## src/rtl/led_display_arbiter.sv

```systemverilog
// ============================================================================
// led_display_arbiter
// Round-robin owner of the 8 board LEDs with a slow display tick and slot
// preemption. Optional macro LED_ARB_IDLE_COUNT_EN shows an idle counter.
// Revision: 1.0
// ============================================================================
`default_nettype none

module led_display_arbiter #(
  parameter int CLK_DIV    = 1200000,
  parameter int NUM_REQ    = 4,
  parameter int SLOT_TICKS = 8
) (
  input  logic                       clk,
  input  logic                       rst,
  input  logic [NUM_REQ-1:0]         req,
  input  logic [8*NUM_REQ-1:0]       pattern,
  output logic [NUM_REQ-1:0]         grant,
  output logic [$clog2(NUM_REQ)-1:0] owner,
  output logic                       busy,
  output logic                       tick,
  output logic [7:0]                 leds
);

  localparam int DW = $clog2(CLK_DIV);
  localparam int OW = $clog2(NUM_REQ);
  localparam int SW = (SLOT_TICKS > 1) ? $clog2(SLOT_TICKS) : 1;
  localparam logic [DW-1:0] c_div_last  = DW'(CLK_DIV - 1);
  localparam logic [SW-1:0] c_slot_last = SW'(SLOT_TICKS - 1);

  typedef enum logic [1:0] {
    S_IDLE   = 2'd0,
    S_GRANT  = 2'd1,
    S_SWITCH = 2'd2
  } state_e;

  state_e               state_q, state_d;
  logic [DW-1:0]        div_cnt_q, div_cnt_d;
  logic [SW-1:0]        slot_cnt_q, slot_cnt_d;
  logic [OW-1:0]        owner_q, owner_d;
  logic [NUM_REQ-1:0]   grant_q, grant_d;
  logic [7:0]           leds_q, leds_d;

  logic                 arb_found;
  logic [OW-1:0]        arb_sel;
  logic [OW-1:0]        cand;
  logic [NUM_REQ-1:0]   sel_onehot;
  logic [NUM_REQ-1:0]   owner_mask;
  logic                 others_req;
  logic                 preempt;
  logic [7:0]           idle_leds;

  assign tick      = (div_cnt_q == c_div_last);
  assign div_cnt_d = tick ? '0 : div_cnt_q + DW'(1);

  // Search starts just past the current owner, so the owner itself is the last candidate.
  always_comb begin
    arb_found  = 1'b0;
    arb_sel    = owner_q;
    cand       = owner_q;
    sel_onehot = '0;
    for (int k = 1; k <= NUM_REQ; k++) begin
      cand = OW'((int'(owner_q) + k) % NUM_REQ);
      if (!arb_found && req[cand]) begin
        arb_found = 1'b1;
        arb_sel   = cand;
      end
    end
    sel_onehot[arb_sel] = 1'b1;
  end

  always_comb begin
    owner_mask          = '0;
    owner_mask[owner_q] = 1'b1;
  end

  assign others_req = |(req & ~owner_mask);
  assign preempt    = tick && (slot_cnt_q == c_slot_last) && others_req;

`ifdef LED_ARB_IDLE_COUNT_EN
  logic [7:0] idle_cnt_q, idle_cnt_d;

  assign idle_cnt_d = (state_q == S_IDLE && tick) ? idle_cnt_q + 8'd1 : idle_cnt_q;
  assign idle_leds  = idle_cnt_d;

  always_ff @(posedge clk) begin
    if (rst) begin
      idle_cnt_q <= 8'h00;
    end else begin
      idle_cnt_q <= idle_cnt_d;
    end
  end
`else
  assign idle_leds = 8'h00;
`endif

  always_comb begin
    state_d    = state_q;
    slot_cnt_d = slot_cnt_q;
    owner_d    = owner_q;
    grant_d    = grant_q;
    leds_d     = leds_q;
    case (state_q)
      S_IDLE, S_SWITCH: begin
        grant_d = '0;
        leds_d  = 8'h00;
        if (arb_found) begin
          state_d    = S_GRANT;
          owner_d    = arb_sel;
          grant_d    = sel_onehot;
          slot_cnt_d = '0;
        end else begin
          state_d = S_IDLE;
          leds_d  = idle_leds;
        end
      end
      S_GRANT: begin
        if (tick && slot_cnt_q != c_slot_last) begin
          slot_cnt_d = slot_cnt_q + SW'(1);
        end
        if (!req[owner_q] || preempt) begin
          state_d = S_SWITCH;
          grant_d = '0;
          leds_d  = 8'h00;
        end else begin
          leds_d = pattern[{owner_q, 3'b000} +: 8];
        end
      end
      default: begin
        state_d = S_IDLE;
        grant_d = '0;
        leds_d  = 8'h00;
      end
    endcase
  end

  always_ff @(posedge clk) begin
    if (rst) begin
      state_q    <= S_IDLE;
      div_cnt_q  <= '0;
      slot_cnt_q <= '0;
      owner_q    <= OW'(NUM_REQ - 1);
      grant_q    <= '0;
      leds_q     <= 8'h00;
    end else begin
      state_q    <= state_d;
      div_cnt_q  <= div_cnt_d;
      slot_cnt_q <= slot_cnt_d;
      owner_q    <= owner_d;
      grant_q    <= grant_d;
      leds_q     <= leds_d;
    end
  end

  assign grant = grant_q;
  assign owner = owner_q;
  assign busy  = (state_q == S_GRANT);
  assign leds  = leds_q;

endmodule

`default_nettype wire

```

## config.mk

```make
export PLATFORM = sky130hd
export DESIGN_NAME = led_display_arbiter
export DESIGN_NICKNAME = d
export VERILOG_FILES = /design/src/rtl/led_display_arbiter.sv
export SDC_FILE = /design/constraint.sdc
export NUM_CORES = 1
export LEC_CHECK = 0
export CAP_MARGIN = 20
export CORE_ASPECT_RATIO = 1.4
export CORE_MARGIN = 3
export CORE_UTILIZATION = 52
export CTS_BUF_LIST = sky130_fd_sc_hd__clkbuf_8 sky130_fd_sc_hd__clkbuf_16
export DETAILED_ROUTE_END_ITERATION = 12
export HOLD_SLACK_MARGIN = 0.15
export PLACE_DENSITY_LB_ADDON = 0.05
export SKIP_CTS_REPAIR_TIMING = 1
export SYNTH_ARGS = -nofsm -noshare
export SYNTH_HDL_FRONTEND = slang
export SYNTH_SLANG_ARGS = --single-unit
```

## constraint.sdc

```tcl
create_clock -name clk -period 5.15 [get_ports clk]
set_input_delay 0.7725 -clock clk [delete_from_list [all_inputs] [get_ports clk]]
set_output_delay 0.7725 -clock clk [all_outputs]
set_load 0.01 [all_outputs]
```

==> metrics, run 1 <==
P&R area growth vs syn 31.2%; RSZ-0062 raised after global routing no; via count approximately 1800; Reg clk slew, reported paths about 0.070 ns; Maximum Capacitance Violations 0; total grt overflow 0; DIE HEIGHT ~82 um; initial core utilization 56.3%; Final WS setup between 2 and 2.5 ns; Layout Skew about 0.0076 ns; H-tree depth 2; vias in the first global route 1700; sequential fraction of the synthesis area about 38%; iteration count of the initial detailed-routing pass 4; Post-synth EDFFs 0; initial antenna violation count 0; die area between 4000 and 5000 um2; most frequent cell after synthesis dfxtp_1; Pleak approximately 0.0011 uW; Cell Area, Synth roughly 2100 um2; DRC Markers 0; CTS Sinks 40; Worst Setup End Kind output port; # diodes 0; worst-margin pin slew about 0.8 ns; gpl congestion 0.775; synth warn 0; Max VDD drop 0.340 mV; syn_area_per_cell 9.27 um2; I/O pin count 54; CP required 4.38 ns; maximum clock path buffer count 2; share of cells above drive strength 1 between 8 and 9%; Setup-failing EPs final 0; Critical Path Fanout Max 4; initial DRC count 73; Max-slew headroom between 40% and 50%; total track usage around 20%; TritonCTS clock tree done; syn nets roughly 270; Yosys cell types 36; area of the core ~3800 um2; per-cell routed wire length around 14 um; Worst setup SP type flip-flop; PD cells approximately 430 nW/um2; Skew-Pair Late Insertion Delay approximately 0.29 ns; # rows 26; TNS Setup 0 ns; flops & latches, synth 40; minimum clock period between 3 and 4 ns; Primary FF master, synth dfxtp_1; Final Cycle Share 60.4%; WP data arrival between 2 and 2.5 ns; CTS Buf Count 5; Synth async-reset ratio 0%; Routed WL between 4000 and 5000 um; Fin. Hold Viols 0; first-pass GRT wire length about 7400 um; Post-DP HPWL about 3500 um; worst hold path type flip-flop to flip-flop; critical path class flip-flop to output port; Nets 325; I/O Buffers 53; FMAX between 0.3 and 0.4 GHz; top post-synthesis cells by area dfxtp_1, mux4_2, nor2_1; vias per cell between 5 and 6; outcome finished, final reports clean; post-synthesis cell count roughly 230; pre-CTS worst setup slack between 2 and 2.5 ns; die width between 60 and 70 um; top post-synthesis cells by count dfxtp_1, nor2_1, nand3_1, inv_1, mux4_2; CTS root buf clkbuf_8; Slew Limit Fails 0; largest net degree at the start of global routing 25; Synth top area share 37.7%; cell taking the most area after synthesis dfxtp_1; Routed Antenna Nets 0
-- metal layers --
layer	vias up	GRT usage, %	wire length, um
met2	38	35.9	2380
met3	6	5.03	249
met4	0	6.43	56
met5	-	0	0
met1	820	21.8	1820
li1	901	-	-
-- per-stage QoR --
stage	area, um2	util [%]	total power, uW	hold slack (ns)	instances
4_1_cts	2790	73.8	1200	0.457	322
2_1_floorplan	2120	-	755	0.418	229
3_3_place_gp	2660	70.4	895	0.433	315
6_report	2790	73.8	1190	0.448	322
5_1_grt	2790	73.8	1260	0.470	322
3_5_place_dp	2660	70.4	902	0.444	315
-- layout by cell type (no fill, tap or decap), types with 9 or more instances in the layout --
cell type        count
clkdlybuf4s50_1     53
nand2_1              9
nand3_1             18
mux4_2              12
a21oi_1             11
dfxtp_1             40
inv_1               12
nor2_1              34
xor2_1              11
nor2b_1             10
-- final cells by class --
cell class	count	area [um2]
clock inverters	2	60.1
repair buffers	54	538
multi-input cells	167	1220
clock buffers	5	68.8
flip-flops and latches	40	801
fillers	296	988
well taps	42	52.6
inverters	12	45.0
-- worst max-delay path, cell delays in order, from the launching register on --
cell and delay [ns]:
dfxtp_1 0.33, or4b_1 0.57, nor4_1 0.34, and2_1 0.24, clkdlybuf4s50_1 0.57
-- logic make-up after synthesis --
| family | count (synthesis) | share of synthesized area, % |
|---|---|---|
| fa+ha+maj | 7 | 4.12 |
| simple gates | 98 | 23.6 |
| flops | 40 | 37.7 |
| xor+xnor | 18 | 7.42 |
| compound gates | 30 | 8.60 |
| buf+inv | 22 | 4.83 |
| mux | 14 | 13.7 |
-- worst paths after layout --
kind,cells after the start,startpoint,slack [ns],endpoint
setup reg to reg,7,owner[1],2.20,owner[0]
setup / recovery,4,div_cnt_q[18],2.04,tick
hold reg to reg,1,div_cnt_q[0],0.45,div_cnt_q[0]
hold / removal,1,div_cnt_q[0],0.45,div_cnt_q[0]
-- sequential cells by signal, indices dropped and copies added (netlist names) --
register and flops:
div_cnt_q 21, leds 8, grant 4, slot_cnt_q 3
owner 2, state_q 2
-- power breakdown --
part | total, uW | switching, uW | internal [uW]
combinational | 512 | 236 | 277
sequential | 383 | 38.5 | 344
clock | 296 | 105 | 191
total | 1190 | 379 | 811
Note: power is estimated with default switching activity, not from simulation.
==> inputs of run 2 (changes only) <==
- CORE_UTILIZATION: 52 -> 49
- clock period: 5.15 -> 2.9 ns (I/O delays scaled with it)
==> run 2 against run 1 <==
  * Register-to-register slack lost 1.9 ns
  * Setup slack worse by 1.9 ns
  * Sequential power rose by 74%
  * Global-route usage decreased by 0.47 points
  * Critical path type unchanged
  * Largest cell class unchanged
  * Largest power group unchanged
==> metrics, run 2 (synthesized netlist as in run 1, its figures left out) <==
outcome finished, final reports clean (unchanged); Slowest-stage cell, CP or4b_1 (unchanged); Final Cycle Share between 90% and 100%; # diodes 0 (unchanged); Routed WL 4540 um (was 4510 um); via count 1759 (was 1765); Pwr Total 1990 uW (was 1190 uW); Max VDD drop 0.388 mV (was 0.340 mV); die width 61.6 um (was 60.0 um); critical-path cell list or4b_1 -> nor4_2 -> and2_1 -> clkdlybuf4s50_1 (was or4b_1 -> nor4_1 -> and2_1 -> clkdlybuf4s50_1); Worst path top cell family by delay simple AND/OR/NAND/NOR gates (unchanged); total grt overflow 0 (unchanged); total track usage 19.3% (was 19.7%); iteration count of the initial detailed-routing pass 4 (unchanged); maximum clock path buffer count 2 (unchanged); worst-margin pin slew 0.692 ns (was 0.779 ns); DRC Markers 0 (unchanged); Biggest register div_cnt_q (unchanged); I/O pin count 54 (unchanged); Fin. Hold Viols 0 (unchanged); gpl congestion 0.817 (was 0.775); worst hold slack 0.449 ns (was 0.448 ns); share of cells above drive strength 1 9.96% (was 8.93%); per-cell routed wire length 14.0 um (about the same); WP data arrival 2.29 ns (was 2.34 ns); R2R setup slack 0.35 ns (was 2.20 ns); filler instances 351 (was 296); vias per cell 5.43 (was 5.48); most frequent cells in the layout clkdlybuf4s50_1, dfxtp_1, nor2_1, nand3_1 (unchanged); vias in the first global route 1710 (was 1700); minimum clock period roughly 2.7 ns; critical path class flip-flop to output port (unchanged); Max-slew headroom 53.5% (was 48.0%); Routed Antenna Nets 0 (unchanged); RSZ-0062 raised after global routing no (unchanged); CTS Buf Count 5 (unchanged); Post-DP HPWL 3450 um (was 3460 um); Skew-Pair Late Insertion Delay 0.29 ns (about the same); Maximum Capacitance Violations 0 (unchanged); area of the core 4050 um2 (was 3770 um2); die area 5170 um2 (was 4900 um2); H-tree depth 2 (unchanged); Worst setup SP type flip-flop (unchanged); most common cell after layout, fill and taps aside clkdlybuf4s50_1 (unchanged); worst hold path type flip-flop to flip-flop (unchanged); # rows 27 (was 26); Nets 326 (was 325); Critical Path Fanout Max 4 (unchanged); PD cells 719 nW/um2 (was 427 nW/um2); initial antenna violation count 0 (unchanged); initial core utilization 52.4% (was 56.3%); CTS root buf clkbuf_8 (unchanged); CP Buf/Inv Count 1 (unchanged); Slew Limit Fails 0 (unchanged); P&R area growth vs syn 30.4% (was 31.2%); CP required 2.47 ns (was 4.38 ns); TNS Setup 0 ns (unchanged); worst stage delay on the critical path 0.56 ns (was 0.57 ns); Worst Setup End Kind output port (unchanged); first-pass GRT wire length 7670 um (was 7400 um); CTS Sinks 40 (unchanged); Layout Skew 0.00937 ns (was 0.00759 ns); I/O Buffers 53 (unchanged); Reg clk slew, reported paths 0.08 ns (was 0.07 ns); TritonCTS clock tree done (unchanged); largest net degree at the start of global routing 21 (was 25); FMAX about 0.37 GHz; initial DRC count 81 (was 73); max reg flops 21 (unchanged); Setup-failing EPs final 0 (unchanged); DIE HEIGHT 83.9 um (was 81.6 um); Pleak 0.00106 uW (was 0.00107 uW)
## run 2: metal layers
| layer | vias to the layer above | GRT usage, % | share of wire, % |
|---|---|---|---|
| li1 | 903 | - | - |
| met1 | 815 | 22.8 | 41 |
| met2 | 32 | 32.4 | 53 |
| met3 | 9 | 3.56 | 3.5 |
| met4 | 0 | 8.30 | 1.9 |
| met5 | - | 0 | 0 |
## run 2: worst paths after layout
path | startpoint | endpoint | cells after the start
max | div_cnt_q[15] | tick | 4
min | div_cnt_q[0] | div_cnt_q[0] | 1
max reg2reg | owner[0] | owner[0] | 7
min reg2reg | div_cnt_q[0] | div_cnt_q[0] | 1
## run 2: through the flow
step	worst slack (ns)	cells	area, um2	util (%)
finish	0.179	324	2770	68.3
global route	0.0713	324	2770	68.3
CTS	0.0707	324	2760	68.1
detailed placement	0.245	317	2670	65.8
global placement	0.300	317	2670	65.8
floorplan	0.0440	229	2120	-
## run 2: layout make-up
cell class | instances | area (um2) | area share (%)
sequential | 40 | 802 | 29.0
tap | 43 | 53.8 | 1.94
clock buffer | 7 | 96.3 | 3.48
timing repair buffer | 55 | 546 | 19.7
multi-input combinational | 167 | 1230 | 44.3
inverter | 12 | 45.0 | 1.63
## run 2: where the power goes
group / switching, uW / leakage, uW / internal, uW
clock: 186 / 0.0000503 / 212
combinational: 430 / 0.000682 / 498
sequential: 52.5 / 0.000324 / 613
==> inputs of run 3 (changes only) <==
- CAP_MARGIN: 20 -> 5
==> results of run 3 <==
The final DEF is identical to that of run 2; final timing and power are the same.
